===== src/rtl/muldiv_pkg.sv =====
// Shared encodings, FSM states and helpers for the multi-cycle multiply/divide unit.
package muldiv_pkg;

   localparam int unsigned OP_W = 3;

   typedef enum logic [OP_W-1:0] {
      MD_DIV   = 3'd0,
      MD_DIVU  = 3'd1,
      MD_MULT  = 3'd2,
      MD_MULTU = 3'd3,
      MD_MADD  = 3'd4,
      MD_MADDU = 3'd5,
      MD_MSUB  = 3'd6,
      MD_MSUBU = 3'd7
   } md_op_e;

   typedef enum logic [2:0] {
      S_IDLE = 3'd0,
      S_DIV  = 3'd1,
      S_MUL  = 3'd2,
      S_ACC  = 3'd3,
      S_DONE = 3'd4
   } md_state_e;

   // Replicated across LO when the divisor is zero.
   localparam logic DIV_ZERO_FILL = 1'b1;

   // Even op codes are the signed flavours.
   function automatic logic op_signed(input logic [OP_W-1:0] op);
      return ~op[0];
   endfunction

   function automatic logic op_is_div(input logic [OP_W-1:0] op);
      return (op[2:1] == 2'b00);
   endfunction

   function automatic logic op_is_acc(input logic [OP_W-1:0] op);
      return op[2];
   endfunction

   function automatic logic op_is_sub(input logic [OP_W-1:0] op);
      return op[2] & op[1];
   endfunction

endpackage


===== src/rtl/div_step.sv =====
// One restoring-division iteration: shift in the next dividend bit, trial-subtract, keep if non-negative.
module div_step #(
   parameter int unsigned WIDTH = 32
) (
   input  logic [WIDTH-1:0] rem_i,
   input  logic [WIDTH-1:0] divisor_i,
   input  logic [WIDTH-1:0] quo_i,
   output logic [WIDTH-1:0] rem_o,
   output logic [WIDTH-1:0] quo_o
);

   logic [WIDTH:0] shifted;
   logic [WIDTH:0] diff;

   // quo_i doubles as the dividend shift register; its MSB is the next dividend bit.
   always_comb begin
      shifted = {rem_i, quo_i[WIDTH-1]};
      diff    = shifted - {1'b0, divisor_i};
      if (!diff[WIDTH]) begin
         rem_o = diff[WIDTH-1:0];
         quo_o = {quo_i[WIDTH-2:0], 1'b1};
      end else begin
         rem_o = shifted[WIDTH-1:0];
         quo_o = {quo_i[WIDTH-2:0], 1'b0};
      end
   end

endmodule


===== src/rtl/muldiv_unit.sv =====
// Multi-cycle multiply/divide unit writing HI/LO beside the EX-stage ALU.
// Define MULDIV_MADD_EN to build the multiply-accumulate/subtract path (ACC state, hilo_i adder).
module muldiv_unit
   import muldiv_pkg::*;
#(
   parameter int unsigned WIDTH = 32
) (
   input  logic               clk,
   input  logic               rst,
   input  logic               start_i,
   input  logic [OP_W-1:0]    op_i,
   input  logic [WIDTH-1:0]   opa_i,
   input  logic [WIDTH-1:0]   opb_i,
   input  logic [2*WIDTH-1:0] hilo_i,
   input  logic               cancel_i,
   output logic               busy_o,
   output logic               done_o,
   output logic [WIDTH-1:0]   hi_o,
   output logic [WIDTH-1:0]   lo_o,
   output logic               div_zero_o
);

   localparam int unsigned DW = 2 * WIDTH;
   localparam int unsigned CW = $clog2(WIDTH) + 1;

   md_state_e        state_q, state_d;
   logic [WIDTH-1:0] a_q, a_d;
   logic [WIDTH-1:0] b_q, b_d;
   logic [WIDTH-1:0] rem_q, rem_d;
   logic [CW-1:0]    cnt_q, cnt_d;
   logic             neg_q, neg_d;
   logic             rneg_q, rneg_d;
   logic [WIDTH-1:0] hi_q, hi_d;
   logic [WIDTH-1:0] lo_q, lo_d;
   logic             dz_q, dz_d;
   logic             done_q, done_d;

   logic             sgn, opa_neg, opb_neg;
   logic [WIDTH-1:0] opa_mag, opb_mag;
   logic [WIDTH-1:0] step_rem, step_quo, quo_fix, rem_fix;
   logic [DW-1:0]    prod_mag, prod;

`ifdef MULDIV_MADD_EN
   logic          acc_q, acc_d;
   logic          sub_q, sub_d;
   logic [DW-1:0] prod_q, prod_d;
   logic [DW-1:0] acc_res;
`else
   logic unused_hilo;
   assign unused_hilo = ^hilo_i;
`endif

   function automatic logic [WIDTH-1:0] neg_w(input logic [WIDTH-1:0] x, input logic en);
      return en ? (~x + WIDTH'(1)) : x;
   endfunction

   function automatic logic [DW-1:0] neg_dw(input logic [DW-1:0] x, input logic en);
      return en ? (~x + DW'(1)) : x;
   endfunction

   // Magnitude conversion shared by the divide and multiply paths.
   always_comb begin
      sgn     = op_signed(op_i);
      opa_neg = sgn & opa_i[WIDTH-1];
      opb_neg = sgn & opb_i[WIDTH-1];
      opa_mag = neg_w(opa_i, opa_neg);
      opb_mag = neg_w(opb_i, opb_neg);
   end

   assign prod_mag = DW'(a_q) * DW'(b_q);
   assign prod     = neg_dw(prod_mag, neg_q);

   div_step #(.WIDTH(WIDTH)) u_div_step (
      .rem_i     (rem_q),
      .divisor_i (b_q),
      .quo_i     (a_q),
      .rem_o     (step_rem),
      .quo_o     (step_quo)
   );

   // Signed fix-up applied to the final step on the way into DONE.
   assign quo_fix = neg_w(step_quo, neg_q);
   assign rem_fix = neg_w(step_rem, rneg_q);

`ifdef MULDIV_MADD_EN
   assign acc_res = sub_q ? (hilo_i - prod_q) : (hilo_i + prod_q);
`endif

   always_comb begin
      state_d = state_q;
      a_d     = a_q;
      b_d     = b_q;
      rem_d   = rem_q;
      cnt_d   = cnt_q;
      neg_d   = neg_q;
      rneg_d  = rneg_q;
      hi_d    = '0;
      lo_d    = '0;
      dz_d    = 1'b0;
      done_d  = 1'b0;
      busy_o  = 1'b0;
`ifdef MULDIV_MADD_EN
      acc_d   = acc_q;
      sub_d   = sub_q;
      prod_d  = prod_q;
`endif

      case (state_q)
         S_IDLE: begin
            cnt_d = '0;
            if (start_i) begin
               busy_o = 1'b1;
               a_d    = opa_mag;
               b_d    = opb_mag;
               rem_d  = '0;
               neg_d  = opa_neg ^ opb_neg;
               rneg_d = opa_neg;
`ifdef MULDIV_MADD_EN
               acc_d  = op_is_acc(op_i);
               sub_d  = op_is_sub(op_i);
`endif
               if (!op_is_div(op_i)) begin
                  state_d = S_MUL;
               end else if (opb_i == '0) begin
                  state_d = S_DONE;
                  done_d  = 1'b1;
                  dz_d    = 1'b1;
                  lo_d    = {WIDTH{DIV_ZERO_FILL}};
                  hi_d    = opa_i;
               end else begin
                  state_d = S_DIV;
               end
            end
         end
         S_DIV: begin
            busy_o = 1'b1;
            a_d    = step_quo;
            rem_d  = step_rem;
            cnt_d  = cnt_q + CW'(1);
            if (cnt_q == CW'(WIDTH - 1)) begin
               state_d = S_DONE;
               done_d  = 1'b1;
               lo_d    = quo_fix;
               hi_d    = rem_fix;
            end
         end
         S_MUL: begin
            busy_o = 1'b1;
`ifdef MULDIV_MADD_EN
            if (acc_q) begin
               prod_d  = prod;
               state_d = S_ACC;
            end else begin
               state_d      = S_DONE;
               done_d       = 1'b1;
               {hi_d, lo_d} = prod;
            end
`else
            state_d      = S_DONE;
            done_d       = 1'b1;
            {hi_d, lo_d} = prod;
`endif
         end
`ifdef MULDIV_MADD_EN
         S_ACC: begin
            busy_o       = 1'b1;
            state_d      = S_DONE;
            done_d       = 1'b1;
            {hi_d, lo_d} = acc_res;
         end
`endif
         S_DONE: begin
            // Hold the single write until EX releases the instruction.
            if (start_i) begin
               done_d = 1'b1;
               hi_d   = hi_q;
               lo_d   = lo_q;
               dz_d   = dz_q;
            end else begin
               state_d = S_IDLE;
            end
         end
         default: state_d = S_IDLE;
      endcase

      if (cancel_i) begin
         state_d = S_IDLE;
         cnt_d   = '0;
         busy_o  = 1'b0;
         done_d  = 1'b0;
         hi_d    = '0;
         lo_d    = '0;
         dz_d    = 1'b0;
      end
   end

   always_ff @(posedge clk) begin
      if (rst) begin
         state_q <= S_IDLE;
         a_q     <= '0;
         b_q     <= '0;
         rem_q   <= '0;
         cnt_q   <= '0;
         neg_q   <= 1'b0;
         rneg_q  <= 1'b0;
         hi_q    <= '0;
         lo_q    <= '0;
         dz_q    <= 1'b0;
         done_q  <= 1'b0;
`ifdef MULDIV_MADD_EN
         acc_q   <= 1'b0;
         sub_q   <= 1'b0;
         prod_q  <= '0;
`endif
      end else begin
         state_q <= state_d;
         a_q     <= a_d;
         b_q     <= b_d;
         rem_q   <= rem_d;
         cnt_q   <= cnt_d;
         neg_q   <= neg_d;
         rneg_q  <= rneg_d;
         hi_q    <= hi_d;
         lo_q    <= lo_d;
         dz_q    <= dz_d;
         done_q  <= done_d;
`ifdef MULDIV_MADD_EN
         acc_q   <= acc_d;
         sub_q   <= sub_d;
         prod_q  <= prod_d;
`endif
      end
   end

   assign done_o     = done_q;
   assign hi_o       = hi_q;
   assign lo_o       = lo_q;
   assign div_zero_o = dz_q;

endmodule


===== config.mk =====
export PLATFORM = sky130hd
export DESIGN_NAME = muldiv_unit
export DESIGN_NICKNAME = d
export VERILOG_FILES = /design/src/rtl/muldiv_pkg.sv /design/src/rtl/div_step.sv /design/src/rtl/muldiv_unit.sv
export SDC_FILE = /design/constraint.sdc
export NUM_CORES = 2
export LEC_CHECK = 0
export CORE_ASPECT_RATIO = 0.8
export CORE_MARGIN = 4
export CORE_UTILIZATION = 35
export CTS_CLUSTER_SIZE = 8
export DETAILED_ROUTE_END_ITERATION = 7
export GPL_ROUTABILITY_DRIVEN = 1
export HOLD_SLACK_MARGIN = 0.12
export PLACE_DENSITY = 0.49
export SLEW_MARGIN = 20
export SYNTH_ARGS = -nofsm -noshare
export SYNTH_HDL_FRONTEND = slang
export SYNTH_HIERARCHICAL = 1
export SYNTH_SLANG_ARGS = --single-unit

===== constraint.sdc =====
create_clock -name clk -period 25 [get_ports clk]
set_input_delay 6.25 -clock clk [delete_from_list [all_inputs] [get_ports clk]]
set_output_delay 6.25 -clock clk [all_outputs]
set_load 0.02 [all_outputs]

# Yosys cells after proc, flatten, opt, wreduce, memory -nomap -nowiden
# Index checks and enable logic that the tools add are counted.
# W data, S select, Z words.
[word_totals] output_inout_bits=67 in_bits=135 reg_bits=173 wordCells=83
[op_classes] n_mux=39 n_eq_ne=7 bitwise_logic=9 reduce_logical=9 mul=1 n_addsub=7
[op_table] operator="$mux W32" count=16
[op_table] operator="$pmux W32 S4" count=2
[op_table] operator="$add A32 B1 Y32 const B" count=4
[op_table] operator="$not A32 Y32" count=4
[op_table] operator="$pmux W32 S2" count=2
[op_table] operator="$add A64 B1 Y64 const B" count=1
[op_table] operator="$mul A32 B32 Y64" count=1
[op_table] operator="$mux W64" count=1
[op_table] operator="$not A64 Y64" count=1
[op_table] operator="$sub A33 B32 Y33" count=1
[op_table] operator="$logic_not A32 Y1" count=1
[op_table] operator="$mux W3" count=5
[op_table] operator="$pmux W3 S4" count=1
[op_table] operator="$pmux W6 S2" count=1
[op_table] operator="$mux W1" count=8
[op_table] operator="$add A6 B1 Y6 const B" count=1
[op_table] operator="$eq A6 B5 Y1 const B" count=1
[op_table] operator="$ne A2 B2 Y1 const B" count=3
[op_table] operator="$pmux W1 S2" count=2
[op_table] operator="$pmux W1 S4" count=1
[op_table] operator="$reduce_and A2 Y1" count=2
[op_table] operator="$reduce_or A2 Y1" count=2
[op_table] operator="$eq A3 B1 Y1 const B" count=1
[op_table] operator="$eq A3 B2 Y1 const B" count=1
[op_table] operator="other kinds (8)" count=9

# Depth between registers and ports, before layout
[depth] word_depth=7 depth_mapped=30 ltp_nobuf=27

# Cells and area by module
# Netlist, hierarchy kept.
[by_module_without_submodules] module="muldiv_unit" seq_area_each_um2=3463.3 area_each_um2=45199.6 instances=1 cells_per_inst=5251
[by_module_without_submodules] module="div_step" seq_area_each_um2=0.0 area_each_um2=2591.2 instances=1 cells_per_inst=336

# Worst setup path after synthesis
# No wires, ideal clock.
[synth_timing] path_type="input port to output port" from="in start_i" to="out busy_o" cell_stages=5 slack_ns=11.381 arrival_time_ns=7.369 n_path_buf=2 required_time_ns=18.750 path_cell_list="and3_1 -> clkbuf_1 -> nor2_1 -> clkbuf_1 -> a21oi_1"
[synth_between] elab_chain_len=3
[synth_rtl] element="start, declared" line_no="muldiv_unit.sv:10" rtl="input logic start_i,"
[synth_rtl] element="$mux W1" line_no="muldiv_unit.sv:111" rtl="if (start_i) begin"
[synth_rtl] element="$pmux W1 S2" line_no="muldiv_unit.sv:108" rtl="case (state_q)"
[synth_rtl] element="$mux W1" line_no="muldiv_unit.sv:186" rtl="if (cancel_i) begin"
[synth_rtl] element="end, declared" line_no="muldiv_unit.sv:16" rtl="output logic busy_o,"
# Every way passes these cells.

# Worst setup path after layout
# Ends and elaborated chain as after synthesis.

==> results.sh <==
export IMPL_irDropWorstVdd_uv=54.24
export IMPL_place_detailed_hpwl_mm=123.8
export IMPL_timing_worst_setup_path_type="input pin to output pin"
export IMPL_cts_tree="built"
export IMPL_grt_util_met2=0.3387
export IMPL_synth_sequential_area_ratio=0.07247
export IMPL_detailedRoute_firstPassIterationCount=6
export IMPL_post_cts_setup_buffer_count=0
export IMPL_post_layout_nonfiller_instances=7245
export IMPL_grt_usage=0.2210
export IMPL_crit_slowest_cell="clkdlybuf4s50_1"
export IMPL_synthCells=5587
export IMPL_path_cells="clkdlybuf4s50_1, and3_4, nor2_4, a21oi_1, clkdlybuf4s50_1"
export IMPL_postSynthNetCount=6920
export IMPL_outcome="finished clean"
export IMPL_hold_path_startpoint="div_zero_o"
export IMPL_power_leakage_nw=23.28
export IMPL_multi_input_comb_area_sq_um=39370
export IMPL_grt_overflow_total=0
export IMPL_critPathMaxFanout=21
export IMPL_worstSetupStartpoint="start_i"
export IMPL_cpPeakStageDelay_ps=620
export IMPL_maximum_clock_insertion_buffer_count=3
export IMPL_period_minus_slack_ps=14220
export IMPL_core_region_area_sq_um=134700
export IMPL_post_synth_top_flop="dfxtp_1"
export IMPL_hold_path_depth=2
export IMPL_drt_wl_total_mm=157.2
export IMPL_ys_async_rst_share=0
export IMPL_maxClockFrequency_ghz=0.07032
export IMPL_post_route_period_util=0.5688
export IMPL_max_cap_violations=0
export IMPL_final_critical_path_setup_slack_ps=10780
export IMPL_dp_cells=7210
export IMPL_rows=120
export IMPL_dp_slack_ps=10770
export IMPL_synth_yosys_warnings=6
export IMPL_floorplan_initialDensity=0.3548
export IMPL_slew_at_the_pin_closest_to_its_max_slew_limit_ps=1080
export IMPL_setup_tns_ps=0
export IMPL_timing_final_hold_violations=0
export IMPL_final_seq_area_sq_um=3491
export IMPL_grt_busiest_layer="met2"
export IMPL_synthesis_area_per_instance_sq_um=8.554
export IMPL_whs_ps=472.3
export IMPL_dr_total_vias=38560
export IMPL_timing_final_setup_violations=0
export IMPL_postPlaceCellArea_sq_um=50420
export IMPL_fin_util=0.3794
export IMPL_final_cell_mix="inv_1 (905), fa_1 (897), nand2_1 (699), and2_1 (612), ha_1 (301)"
export IMPL_synth_cell_type_count=118
export IMPL_fp_dieH_microns=338.5
export IMPL_grt_pass1_vias=39960
export IMPL_routed_wirelength_normalized_by_instance_count_microns=21.70
export IMPL_die_area_sq_um=142600
export IMPL_worstReg2RegStart="a_q[16]"
export IMPL_r2r_cells=26
export IMPL_cts_hold_buf=0
export IMPL_synth_enable_flop_cells=0
export IMPL_fillCellCount=13870
export IMPL_slew_limit_headroom=0.2753
export IMPL_cts_clk_slew_worst_paths_ps=70
export IMPL_finalWeightedCongestion=0.9335
export IMPL_post_route_cells_drive_above_1_share=0.04348
export IMPL_cts_root_buffer_cell="clkbuf_16"
export IMPL_arrival_ps=7970
export IMPL_routed_via_density=5.322
export IMPL_pin_count_of_the_biggest_net_entering_global_routing=88
export IMPL_startpoint_type="input pin"
export IMPL_end_kind="output pin"
export IMPL_final_common_cell="inv_1"
export IMPL_num_nets_final=6802
export IMPL_area_delta_synth_final_pct=6.906
export IMPL_clock_insertion_delay_worst_skew_ps=520
export IMPL_groute_layer_met1_usage=0.3360
export IMPL_timing_hold_worst_class="flop to flop"
export IMPL_portBuffers=137
export IMPL_cts_buffers_inserted=25
export IMPL_final_area_sq_um=51090
export IMPL_drc=0
export IMPL_grt_pass1_wl_mm=247.1
export IMPL_detailedRoute_firstIterationViolations=2875
export IMPL_antenna_left=0
export IMPL_clock_sinks=173
export IMPL_worst_ep_required_time_ps=18750
export IMPL_crit_top_cell="clkdlybuf4s50_1"
export IMPL_post_route_skew_ps=21.63
export IMPL_num_io_pins=202
export IMPL_synth_area_sq_um=47790
export IMPL_grt_antenna_before_repair=1
export IMPL_ys_ff_latch=173
export IMPL_unrepaired_setup_endpoints_after_global_routing="no"
export IMPL_power_per_cell_area_nw_per_um2=48.51
export IMPL_fin_total_pwr_mw=2.479
export IMPL_cts_htree_levels=4
export IMPL_post_cts_resized=0
export IMPL_grtUsageMet3=0.02569
export IMPL_die_x_microns=421.1
export IMPL_drv_slew=0
routing by layer:
layer	share of wire	wire length (microns)	vias to the layer above
li1	-	-	17460
met1	0.49	76820	19890
met2	0.43	68270	1062
met3	0.056	8850	153
met4	0.021	3282	0
met5	0	0	-
synthesized netlist by cell type (all sizes together), types with 8 or more instances:
master     n  area, sq um
o21ai    140        711.9
xor2      97        857.1
o2111ai    8        76.32
a21boi     8        60.06
inv      906         3408
mux2i     10        112.6
nor3      58        310.3
or2       17        106.4
a222oi    28        280.3
a211o      9        80.08
mux2      25        352.8
o21a      21        158.9
a211oi    40        310.3
o21bai    10        75.07
a31oi     27        181.4
nand2    700         2630
and3      22        138.9
nand3     53        265.3
nor3b      8        60.06
o41ai     22        241.5
fa       897        17960
ha       301         3766
nand4     44        290.3
or3       36        230.2
o22ai     17        106.4
dfxtp    173         3463
nand3b     8        60.06
xnor2    132         1156
nor4      19        146.4
nor2     211        799.5
a21o      51        384.1
o31ai     37        282.8
buf       61        462.9
a22oi     71        533.0
clkbuf   296         1111
and2     614         3845
a221oi    35        324.1
or4       16        120.1
nand2b    18        120.1
o211ai    17        132.6
a21oi    234         1220
area by class of cell:
type	instances	share of cell area
Multi-Input combinational cell	4149	0.7706
Sequential cell	173	0.06833
Inverter	906	0.06671
Tap cell	1769	0.04332
Timing Repair Buffer	214	0.03806
Clock buffer	30	0.01261
Clock inverter	2	0.0002939
Antenna cell	2	0.00009796
critical path: cells and delay by family:
kind / cells / cell delay [ps]
buf+inv: 2 / 1150
simple gates: 2 / 430
compound gates: 1 / 140
report_power, final:
part / internal [mW] / switching (mW)
sequential: 0.287 / 0.0211
combinational: 0.650 / 1.21
clock: 0.180 / 0.132
worst paths after layout:
path / end / slack (ps)
worst max register to register: hi_o[25] / 14970
worst max-delay path: busy_o / 10780
worst min register to register: div_zero_o / 470
worst min-delay path: div_zero_o / 470
sequential cells by signal, summed over array words and instances, names as in the netlist:
name,flops
a_q,32
lo_o,32
div_zero_o,1
hi_o,32
neg_q,1
rneg_q,1
state_q,3
done_o,1
b_q,32
cnt_q,6
rem_q,32
kinds of logic after synthesis:
| kind of cell | synth area share |
|---|---|
| and+or+nand+nor | 0.1970 |
| buffers and inverters | 0.1047 |
| adders and majority gates | 0.4546 |
| AOI/OAI and AO/OA | 0.1195 |
| xor gates and xnor gates | 0.04213 |
| DFF | 0.07247 |
| muxes | 0.009739 |
(Power assumes the default switching activity.)
